`src/rtl/phys_free_list_if.sv`:
```
// Rename/commit-facing handshake bundle of the physical-register free list.
// master = rename/commit side, slave = the free list itself.
interface phys_free_list_if #(
  parameter int PREG_WIDTH = 6
);
  logic                  alloc_req_IN;
  logic [PREG_WIDTH-1:0] alloc_tag_OUT;
  logic                  alloc_valid_OUT;
  logic                  retire_IN;
  logic                  free_IN;
  logic [PREG_WIDTH-1:0] free_tag_IN;
  logic                  flush_IN;
  logic [PREG_WIDTH:0]   avail_count_OUT;
  logic                  err_OUT;

  modport master (
    output alloc_req_IN, retire_IN, free_IN, free_tag_IN, flush_IN,
    input  alloc_tag_OUT, alloc_valid_OUT, avail_count_OUT, err_OUT
  );

  modport slave (
    input  alloc_req_IN, retire_IN, free_IN, free_tag_IN, flush_IN,
    output alloc_tag_OUT, alloc_valid_OUT, avail_count_OUT, err_OUT
  );
endinterface

```
`src/rtl/phys_free_list.sv`:
```
// Circular free list of physical tags with a speculative and a committed head;
// a flush rolls the speculative head back to the committed one in one cycle.
module phys_free_list #(
  parameter int PREG_WIDTH = 6,
  parameter int NUM_AREGS  = 32
) (
  input  logic              CLK,
  input  logic              RESET,
  input  logic              FREEZE,
  phys_free_list_if.slave   bus
);
  localparam int unsigned               DEPTH     = 1 << PREG_WIDTH;
  localparam int unsigned               INIT_FREE = DEPTH - NUM_AREGS;
  localparam logic [PREG_WIDTH:0]       FULL_CNT  = (PREG_WIDTH+1)'(DEPTH);
  localparam logic [PREG_WIDTH:0]       INIT_CNT  = (PREG_WIDTH+1)'(INIT_FREE);
  localparam logic [PREG_WIDTH-1:0]     INIT_TAIL = PREG_WIDTH'(INIT_FREE);

  logic [PREG_WIDTH-1:0] tags [DEPTH];

  logic [PREG_WIDTH-1:0] alloc_head, com_head, tail;
  logic [PREG_WIDTH:0]   spec_cnt, com_cnt;
  logic                  err;

  logic [PREG_WIDTH-1:0] alloc_head_nxt, com_head_nxt, tail_nxt;
  logic [PREG_WIDTH:0]   spec_cnt_nxt, com_cnt_nxt;
  logic                  err_nxt;
  logic                  alloc_valid, alloc_ok, retire_ok, free_ok;

  always_comb begin
    alloc_valid = (spec_cnt != '0);
    alloc_ok    = bus.alloc_req_IN && alloc_valid && !bus.flush_IN;
    retire_ok   = bus.retire_IN && (com_head != alloc_head);
    free_ok     = bus.free_IN && (com_cnt != FULL_CNT);

    com_head_nxt = com_head + PREG_WIDTH'(retire_ok);
    tail_nxt     = tail + PREG_WIDTH'(free_ok);
    com_cnt_nxt  = com_cnt + (PREG_WIDTH+1)'(free_ok) - (PREG_WIDTH+1)'(retire_ok);

    // Rollback targets the committed state as updated by this cycle's retire/free.
    if (bus.flush_IN) begin
      alloc_head_nxt = com_head_nxt;
      spec_cnt_nxt   = com_cnt_nxt;
    end else begin
      alloc_head_nxt = alloc_head + PREG_WIDTH'(alloc_ok);
      spec_cnt_nxt   = spec_cnt + (PREG_WIDTH+1)'(free_ok) - (PREG_WIDTH+1)'(alloc_ok);
    end

    err_nxt = err
            | (bus.alloc_req_IN && !alloc_valid)
            | (bus.retire_IN && (com_head == alloc_head))
            | (bus.free_IN && (com_cnt == FULL_CNT));
  end

  always_ff @(posedge CLK) begin
    if (!RESET) begin
      for (int unsigned i = 0; i < DEPTH; i++) begin
        tags[i] <= (i < INIT_FREE) ? PREG_WIDTH'(NUM_AREGS + i) : '0;
      end
      alloc_head <= '0;
      com_head   <= '0;
      tail       <= INIT_TAIL;
      spec_cnt   <= INIT_CNT;
      com_cnt    <= INIT_CNT;
      err        <= 1'b0;
    end else if (!FREEZE) begin
      if (free_ok) tags[tail] <= bus.free_tag_IN;
      alloc_head <= alloc_head_nxt;
      com_head   <= com_head_nxt;
      tail       <= tail_nxt;
      spec_cnt   <= spec_cnt_nxt;
      com_cnt    <= com_cnt_nxt;
      err        <= err_nxt;
    end
  end

  assign bus.alloc_tag_OUT   = tags[alloc_head];
  assign bus.alloc_valid_OUT = alloc_valid;
  assign bus.avail_count_OUT = spec_cnt;
  assign bus.err_OUT         = err;
endmodule

```
`src/flat_wrapper.sv`:
```
// flat-port wrapper written by rule: the top's interface ports become plain ports
module phys_free_list_flat 
#(
  parameter int PREG_WIDTH = 6,
  parameter int NUM_AREGS  = 32
)
  (CLK, RESET, FREEZE, bus_alloc_req_IN, bus_retire_IN, bus_free_IN, bus_free_tag_IN, bus_flush_IN, bus_alloc_tag_OUT, bus_alloc_valid_OUT, bus_avail_count_OUT, bus_err_OUT);
  phys_free_list_if #(.PREG_WIDTH(PREG_WIDTH)) bus_i ();
  input  logic CLK;
  input  logic RESET;
  input  logic FREEZE;
  input wire logic [$bits(bus_i.alloc_req_IN)-1:0] bus_alloc_req_IN;
  input wire logic [$bits(bus_i.retire_IN)-1:0] bus_retire_IN;
  input wire logic [$bits(bus_i.free_IN)-1:0] bus_free_IN;
  input wire logic [$bits(bus_i.free_tag_IN)-1:0] bus_free_tag_IN;
  input wire logic [$bits(bus_i.flush_IN)-1:0] bus_flush_IN;
  output wire logic [$bits(bus_i.alloc_tag_OUT)-1:0] bus_alloc_tag_OUT;
  output wire logic [$bits(bus_i.alloc_valid_OUT)-1:0] bus_alloc_valid_OUT;
  output wire logic [$bits(bus_i.avail_count_OUT)-1:0] bus_avail_count_OUT;
  output wire logic [$bits(bus_i.err_OUT)-1:0] bus_err_OUT;
  assign bus_i.alloc_req_IN = bus_alloc_req_IN;
  assign bus_i.retire_IN = bus_retire_IN;
  assign bus_i.free_IN = bus_free_IN;
  assign bus_i.free_tag_IN = bus_free_tag_IN;
  assign bus_i.flush_IN = bus_flush_IN;
  assign bus_alloc_tag_OUT = bus_i.alloc_tag_OUT;
  assign bus_alloc_valid_OUT = bus_i.alloc_valid_OUT;
  assign bus_avail_count_OUT = bus_i.avail_count_OUT;
  assign bus_err_OUT = bus_i.err_OUT;
  phys_free_list #(.PREG_WIDTH(PREG_WIDTH), .NUM_AREGS(NUM_AREGS)) u_core (.CLK(CLK), .RESET(RESET), .FREEZE(FREEZE), .bus(bus_i));
endmodule
```
`config.mk`:
```
export PLATFORM = sky130hd
export DESIGN_NAME = phys_free_list_flat
export DESIGN_NICKNAME = d
export VERILOG_FILES = /design/src/rtl/phys_free_list_if.sv /design/src/rtl/phys_free_list.sv /design/src/flat_wrapper.sv
export SDC_FILE = /design/constraint.sdc
export NUM_CORES = 1
export LEC_CHECK = 0
export ABC_AREA = 1
export CAP_MARGIN = 20
export CORE_ASPECT_RATIO = 0.5
export CORE_MARGIN = 5
export CORE_UTILIZATION = 25
export CTS_BUF_LIST = sky130_fd_sc_hd__clkbuf_4 sky130_fd_sc_hd__clkbuf_8
export DETAILED_ROUTE_END_ITERATION = 8
export PLACE_DENSITY = 0.37
export SYNTH_ARGS = -nofsm -noshare
export SYNTH_HDL_FRONTEND = slang
export SYNTH_SLANG_ARGS = --single-unit
```
`constraint.sdc`:
```
create_clock -name CLK -period 2.9 [get_ports CLK]
set_input_delay 0.58 -clock CLK [delete_from_list [all_inputs] [get_ports CLK]]
set_output_delay 0.58 -clock CLK [all_outputs]
set_load 0.01 [all_outputs]
```
# After elaboration in Yosys (flattened, before gate mapping)
# Memories as Yosys holds them, arrays and structs flattened. A register that Yosys moved wholly into a read port is not among the register bits.
# Index checks and enable logic that the tools add are counted.
dict set report totals {
  register_bits 33
  ramBits 384
  in_bits 13
  output_inout_bits 15
  elab_cells 44
  memories 1
}
dict set report op_classes {
  n_addsub 7
  eq_ne 4
  n_mux 12
  bitwise_logic 3
  n_reduce_logical 11
}
# memory depth word_bits read_ports rd_ports_with_merged_regs wr line
set memory_table {}
lappend memory_table {u_core.tags 64 6 1 1 64 phys_free_list.sv:18} ;# logic [PREG_WIDTH-1:0] tags [DEPTH];
# cell n
set ops {}
lappend ops {{6-bit 2-to-1 mux} 5}
lappend ops {{6-bit by 1-bit adder with 6-bit output} 3}
lappend ops {{7-bit by 1-bit adder with 7-bit output} 2}
lappend ops {{7-bit by 1-bit subtractor with 7-bit output} 2}
lappend ops {{7-bit equality test (second input constant)} 1}
lappend ops {{1-bit logical AND} 7}
lappend ops {{7-bit 2-to-1 mux} 1}
lappend ops {{7-bit inequality test (second input constant)} 1}
lappend ops {{7-bit nonzero test} 1}
lappend ops {{6-bit equality test} 1}
lappend ops {{1-bit 2-to-1 mux} 6}
lappend ops {{6-bit inequality test} 1}
lappend ops {{6-bit OR reduction} 1}
lappend ops {{1-bit bitwise OR} 3}
lappend ops {{1-bit zero test} 2}

# Longest topological paths before layout
# Gate-level depths: netlist of the first run.
dict set report logic_depth {
  ltp_word 8
  mapped_depth 19
  mapped_depth_nobuf 19
}

# Worst setup path before layout of the first run
# Ideal clock, no wire load.
dict set report synth_path {
  path_kind {input-to-reg}
  startpoint {input bus_flush_IN}
  endpoint {register u_core.spec_cnt[6], in the netlist u_core.bus.avail_count_OUT[6]}
  setup_time_ns 0.115
  arrival_ns 2.674
  t_required_ns 2.785
  setup_slack_ns 0.111
  stages 15
  n_path_buf 2
  cell_sequence {clkbuf_1 inv_1 clkbuf_1 nand2_1 nor2_1 ha_1 inv_1 ha_1 fa_1 nand4_1 nand3_1 o21ai_0 nand2_1 o21ai_0 inv_1}
}
dict set report synth_between {
  elab_chain_cells 4
}
# element line
set synth_rtl {}
lappend synth_rtl {{from (decl)} flat_wrapper.sv:16} ;# input wire logic [$bits(bus_i.flush_IN)-1:0] bus_flush_IN;
lappend synth_rtl {{1-bit zero test} phys_free_list.sv:31} ;# alloc_ok = bus.alloc_req_IN && alloc_valid && !bus.flush_IN;
lappend synth_rtl {{1-bit logical AND} phys_free_list.sv:31}
lappend synth_rtl {{7-bit by 1-bit subtractor with 7-bit output} phys_free_list.sv:45} ;# spec_cnt_nxt = spec_cnt + (PREG_WIDTH+1)'(free_ok) - (PREG_WIDTH+1)'(alloc_ok);
lappend synth_rtl {{7-bit 2-to-1 mux (*)} phys_free_list.sv:40} ;# if (bus.flush_IN) begin
lappend synth_rtl {{to (signal assigned)} phys_free_list.sv:70} ;# spec_cnt <= spec_cnt_nxt;
lappend synth_rtl {{to (decl)} phys_free_list.sv:21} ;# logic [PREG_WIDTH:0] spec_cnt, com_cnt;
# Every way passes the cells marked *; elsewhere a longest branch is shown, timed or not.
# A chain may end at the register's enable or synchronous reset.

==> results.sh, run 1 <==
export IMPL_powerDensity_nw_per_um2=585
export IMPL_drt_total_wl_um=71100
export IMPL_post_route_period_util_pct=108
export IMPL_grt_busiest_layer="met2"
export IMPL_synth_warnings=0
export IMPL_cts_tree="yes"
export IMPL_setup_viol=6
export IMPL_tightest_slew_ns=0.732
export IMPL_tns_ns=-1.27
export IMPL_grt_pass1_vias=16190
export IMPL_met3_usage_pct=2.76
export IMPL_hold_ws_ns=0.444
export IMPL_cts_buffers=73
export IMPL_critPathKind="flop to primary output"
export IMPL_rsz0062_at_grt="true"
export IMPL_syn_avg_cell_area_um2=9.18
export IMPL_crit_chain="buf_12 -> inv_16 -> buf_12 -> o21ai_0 -> o22ai_1 -> nor2_1 -> o21ai_1 -> nand3_2 -> nand2_2 -> buf_6"
export IMPL_cp_max_fo=28
export IMPL_grt_pass1_wl_um=104000
export IMPL_ir_worst_vdd_v=0.000288
export IMPL_antenna_left=0
export IMPL_violations="setup timing"
export IMPL_hold_class="flop to flop"
export IMPL_dp_slack_ns=-0.0717
export IMPL_grtUsageTotal_pct=16.2
export IMPL_hpwl_um=43500
export IMPL_synth_seq_cells=423
export IMPL_antenna_found_initial=1
export IMPL_setup_ws_ns=-0.237
export IMPL_pin_count=28
export IMPL_ctsHtreeMaxLevel=3
export IMPL_grt_max_degree=81
export IMPL_die_area_um2=86000
export IMPL_die_w_um=410
export IMPL_critPathBufInv=4
export IMPL_grt_ovfl_total=0
export IMPL_ctsLongestPathBuffers=3
export IMPL_cap_viol_max_count=0
export IMPL_p_leak_nw=9.75
export IMPL_crit_path_frequent_cell="buf_12"
export IMPL_drive_above_1_share_pct=20.4
export IMPL_ys_seq_area_share_pct=61.6
export IMPL_crit_arrival_ns=2.56
export IMPL_port_buffers=27
export IMPL_clock_skew_ns=0.0244
export IMPL_wl_per_cell_um=20.5
export IMPL_slowest_delay_ns=0.40
export IMPL_slew_headroom_pct=51.1
export IMPL_drt_iter0_drc=1184
export IMPL_clk_latency_ns=0.67
export IMPL_dr_pass1_iters=7
export IMPL_nets=2402
export IMPL_via_per_inst=4.62
export IMPL_vias=16006
export IMPL_yosysUniqueCellTypes=33
export IMPL_timing_fmax_mhz=319
export IMPL_path_delay_family="buffers and inverters"
export IMPL_async_flop_share_pct=0
export IMPL_synth_ff_type="edfxtp_1"
export IMPL_antennaDiodeCount=0
export IMPL_status="complete, but fails checks"
export IMPL_drc=0
export IMPL_finalCriticalPeriod_ns=3.14
export IMPL_placed_cell_area_um2=22800
export IMPL_initial_core_util_pct=25.2
export IMPL_cts_root_buf="clkbuf_8"
export IMPL_synth_edf_count=384
export IMPL_cts_sinks=423
export IMPL_cts_clk_slew_worst_paths_ns=0.06
export IMPL_final_max_slew_viol_count=0
export IMPL_core_area_um2=79400
export IMPL_gp_congestion=0.785
export IMPL_cp_required_ns=2.32
export IMPL_netlist_area_um2=20000
export IMPL_area_growth_pct=28.9
export IMPL_crit_path_end_kind="primary output"
export IMPL_slowest_stage="dfxtp_4"
export IMPL_cp_start_kind="flop"
export IMPL_stdcell_area_um2=25800
export IMPL_met1_usage_pct=23.1
export IMPL_hold_viol=0
export IMPL_rows=73
export IMPL_fp_dieH_um=210
export IMPL_syn_inst=2176
export IMPL_synth_fp_nets=2213
export IMPL_grtUsageMet2_pct=25.3
==> path summary, 6_finish.rpt <==
path                                                       to                           from  cells after the start  slack [ns]
worst max-delay path                     bus_alloc_tag_OUT[3]                           flop                     10       -0.24
worst min-delay path                       u_core.bus.err_OUT             u_core.bus.err_OUT                      2        0.44
worst min register to register             u_core.bus.err_OUT             u_core.bus.err_OUT                      2        0.44
worst max register to register  u_core.bus.avail_count_OUT[4]  u_core.bus.avail_count_OUT[4]                     15        0.25
==> tightest hold or removal path: cells and delay by family, from the launching register on <==
family        cells  cell delay (ns)
simple gates      2             0.09
flops             1             0.31
==> flip-flops by register name (all words and copies together) (netlist names), named ones only <==
name / cells
u_core.bus.avail_count_OUT: 7
u_core.com_head: 6
u_core.tags: 384
u_core.alloc_head: 6
u_core.bus.err_OUT: 1
u_core.com_cnt: 7
u_core.tail: 6
==> synth_stat cells (all sizes together) (8+ instances only) <==
cell,n,area (um^2)
o22ai,78,488
buf,43,241
dfxtp,39,781
inv,136,513
o21ai,209,1050
nor2,499,1880
nand2,489,1840
nand4,8,50.1
ha,22,275
edfxtp,384,11500
xor2,8,70.1
a21oi,49,245
nand3,91,455
clkbuf,90,338
==> per-layer routing <==
metal	share of wire, %	routed length (um)
met1	49	34700
met2	44	31600
met3	4.3	3040
met4	2.5	1740
met5	0.014	10
==> logic make-up (layout without fill, tap and decap cells) <==
kind of cell,Yosys count,count (layout),share of synthesized area (%)
AOI/OAI and AO/OA,350,350,9.44
xor gates and xnor gates,12,12,0.526
adders and majority gates,24,24,1.58
buffers and inverters,270,511,5.48
DFF,423,423,61.6
and+or+nand+nor,1097,1097,21.4
==> cell type report <==
class	instances	area, um^2
fillers	8213	53600
flip-flops and latches	423	12300
multi-input cells	1483	7230
repair buffers	246	2890
well taps	1050	1310
clock buffers	97	1230
inverters	137	536
clock inverters	30	208
repair inverters	1	20.0
==> metrics by stage <==
stage / utilization, % / instances / power (W)
2_1_floorplan: - / 2176 / 0.00818
3_3_place_gp: 28.7 / 3303 / 0.00907
3_5_place_dp: 28.7 / 3303 / 0.00907
4_1_cts: 31.8 / 3461 / 0.0151
5_1_grt: 32.5 / 3467 / 0.0158
6_report: 32.5 / 3467 / 0.0151
==> power by group <==
group | switching [W] | leakage (nW) | total (W) | internal [W]
sequential | 0.000109 | 3.89 | 0.00692 | 0.00681
combinational | 0.00152 | 5.10 | 0.00246 | 0.000947
clock | 0.00267 | 0.754 | 0.00569 | 0.00302
==> cells in the final DEF, fill, tap and decap left out, types with 16 or more instances in the layout <==
cell type and n:
nor2_1 483, nand2_1 459, ha_1 22, dfxtp_1 35, nand3_2 27, o22ai_2 22, buf_4 149, edfxtp_1 384
buf_12 42, inv_1 123, o21ai_1 63, o21ai_2 28, clkbuf_8 81, a21oi_1 43, o21ai_0 114, clkdlybuf4s50_1 20
clkinv_1 20, nand3_1 59, clkbuf_4 16, o22ai_1 56, nand2_2 24
==> timing repair <==
| action | in CTS | in global routing |
|---|---|---|
| setup buffers | 17 | 2 |
| cloned | 14 | 6 |
| hold buffers | 0 | 0 |
| resized for setup | 183 | 117 |
| endpoints found under the setup margin | 7 | 6 |
| pin swaps | 73 | 52 |
Power figures use the tool's default switching activity.
==> run 2: changes to the inputs <==
Settings changed: PLACE_DENSITY 0.37 to 0.44.
==> results.sh, run 2 (synthesized netlist as in run 1, its figures left out) <==
export IMPL_stdcell_area_um2=24900
export IMPL_cap_viol_max_count=0
export IMPL_cts_sinks=423
export IMPL_post_route_period_util_pct=107
export IMPL_cts_tree="yes"
export IMPL_tightest_slew_ns=0.665
export IMPL_largest_register_ffs=384
export IMPL_cp_required_ns=2.32
export IMPL_core_area_um2=79400
export IMPL_antenna_found_initial=0
export IMPL_crit_arrival_ns=2.53
export IMPL_wl_per_cell_um=18.7
export IMPL_setup_viol=6
export IMPL_area_growth_pct=24.6
export IMPL_via_per_inst=4.55
export IMPL_reg2reg_depth=14
export IMPL_drive_above_1_share_pct=16.9
export IMPL_grtUsageTotal_pct=14.8
export IMPL_status="complete, but fails checks"
export IMPL_crit_path_frequent_cell="nand2_1"
export IMPL_ir_worst_vdd_v=0.000287
export IMPL_timing_fmax_mhz=322
export IMPL_grt_pass1_wl_um=97500
export IMPL_drt_total_wl_um=64600
export IMPL_p_leak_nw=9.45
export IMPL_cts_clk_slew_worst_paths_ns=0.06
export IMPL_grt_max_degree=81
export IMPL_finalCriticalPeriod_ns=3.11
export IMPL_worst_path_stages=12
export IMPL_initial_core_util_pct=25.2
export IMPL_crit_path_end_kind="primary output"
export IMPL_ctsHoldBuffers=0
export IMPL_grt_pass1_vias=15828
export IMPL_slowest_delay_ns=0.47
export IMPL_stdcell_count=3456
export IMPL_rows=73
export IMPL_worst_r2r_setup_slack_ns=0.29
export IMPL_most_common_layout_cells="496 x nor2_1, 474 x nand2_1, 384 x edfxtp_1, 161 x buf_4, 149 x o21ai_0"
export IMPL_pin_count=28
export IMPL_antennaDiodeCount=0
export IMPL_ctsHtreeMaxLevel=3
export IMPL_crit_chain="buf_12 -> buf_16 -> buf_8 -> o21ai_0 -> o22ai_1 -> nand2_1 -> nand2_1 -> nand2_1 -> nand3_1 -> nand3_2 -> nand2_2 -> buf_6"
export IMPL_port_buffers=27
export IMPL_final_max_slew_viol_count=0
export IMPL_ctsLongestPathBuffers=3
export IMPL_cts_root_buf="clkbuf_8"
export IMPL_r2r_end="u_core.bus.avail_count_OUT[6]"
export IMPL_violations="setup timing"
export IMPL_die_area_um2=86000
export IMPL_hold_viol=0
export IMPL_placed_cell_area_um2=22700
export IMPL_cp_max_fo=7
export IMPL_dp_slack_ns=-0.0998
export IMPL_worstHoldStart="u_core.bus.err_OUT"
export IMPL_antenna_left=0
export IMPL_regMostFlops="u_core.tags"
export IMPL_nets=2389
export IMPL_drt_iter0_drc=1491
export IMPL_grt_ovfl_total=0
export IMPL_die_w_um=410
export IMPL_cp_start_kind="flop"
export IMPL_clk_latency_ns=0.67
export IMPL_holdPathStages=2
export IMPL_critPathBufInv=4
export IMPL_layout_commonest_cell="nor2_1"
export IMPL_post_route_util_pct=31.4
export IMPL_critPathKind="flop to primary output"
export IMPL_hold_class="flop to flop"
export IMPL_endpoint="bus_alloc_tag_OUT[0]"
export IMPL_numPlacedInstances=3309
export IMPL_gp_congestion=0.828
export IMPL_slowest_stage="dfxtp_4"
export IMPL_setup_ws_ns=-0.208
export IMPL_cts_buffers=73
export IMPL_path_delay_family="simple AND/OR/NAND/NOR gates"
export IMPL_clock_skew_ns=0.0404
export IMPL_fp_dieH_um=210
export IMPL_timing_rr_start="u_core.bus.avail_count_OUT[4]"
export IMPL_slew_headroom_pct=55.5
export IMPL_rsz0062_at_grt="true"
export IMPL_powerDensity_nw_per_um2=589
export IMPL_drc=0
export IMPL_fill_cells=8222
export IMPL_vias=15735
export IMPL_dr_pass1_iters=5
export IMPL_hpwl_um=39700
==> run 2: cell types whose count changed in the layout (fill, tap and decap cells not counted), sizes merged <==
| cell | before | now |
|---|---|---|
| buf | 220 | 209 |
| bufinv | 3 | 2 |
| clkbuf | 103 | 105 |
| clkinv | 29 | 22 |
| clkinvlp | 2 | 4 |
| inv | 134 | 138 |
==> run 2: stage by stage <==
stage / total power [W] / hold slack [ns] / setup TNS [ns]
after floorplan: 0.00818 / 0.462 / 0
after detailed placement: 0.00898 / 0.444 / -0.353
after global routing: 0.0153 / 0.463 / -2.00
final: 0.0147 / 0.447 / -1.18
after CTS: 0.0148 / 0.421 / -1.81
after global placement: 0.00899 / 0.439 / -0.470
==> run 2: layout make-up <==
type,count,area (um^2),share of cell area [%]
clock buffers,100,1260,5.05
multi-input cells,1483,6840,27.5
flip-flops and latches,423,12300,49.5
inverters,137,522,2.10
repair buffers,234,2450,9.82
clock inverters,29,200,0.804
well taps,1050,1310,5.28
==> run 2: how the worst min path moves through the flow <==
stage / slack, ns / endpoint
after global routing: 0.46 / u_core.bus.err_OUT
after global placement: 0.44 / u_core.bus.err_OUT
after floorplan: 0.46 / u_core.com_cnt[0]
after CTS: 0.42 / u_core.bus.err_OUT
after detailed placement: 0.44 / u_core.bus.err_OUT
final: 0.45 / u_core.bus.err_OUT
==> run 2: tightest hold or removal path, cell delays in order (launching register included) <==
cell and delay [ns]:
dfxtp_1 0.31, nand2_1 0.05, nand2_1 0.04
==> run 2: layer usage <==
layer / share of wire (%) / vias up / routed length, um / global-route usage, %
li1: - / 7681 / - / -
met1: 47 / 7604 / 30400 / 20.5
met2: 46 / 335 / 29400 / 23.9
met3: 4.8 / 115 / 3130 / 2.53
met4: 2.5 / 0 / 1640 / 4.35
met5: 0 / - / 0 / 0
==> run 2: where the power goes <==
part | switching (W) | internal [W]
registers | 0.000106 | 0.00681
logic | 0.00136 | 0.000783
clock network | 0.00259 | 0.00300
total | 0.00406 | 0.0106
==> run 2: repair_timing <==
action,in CTS,in global routing
pin swaps,18,32
gates cloned,7,5
setup endpoints to repair,6,6
hold endpoints to repair,0,0
setup buffers,5,4
resized for setup,94,52
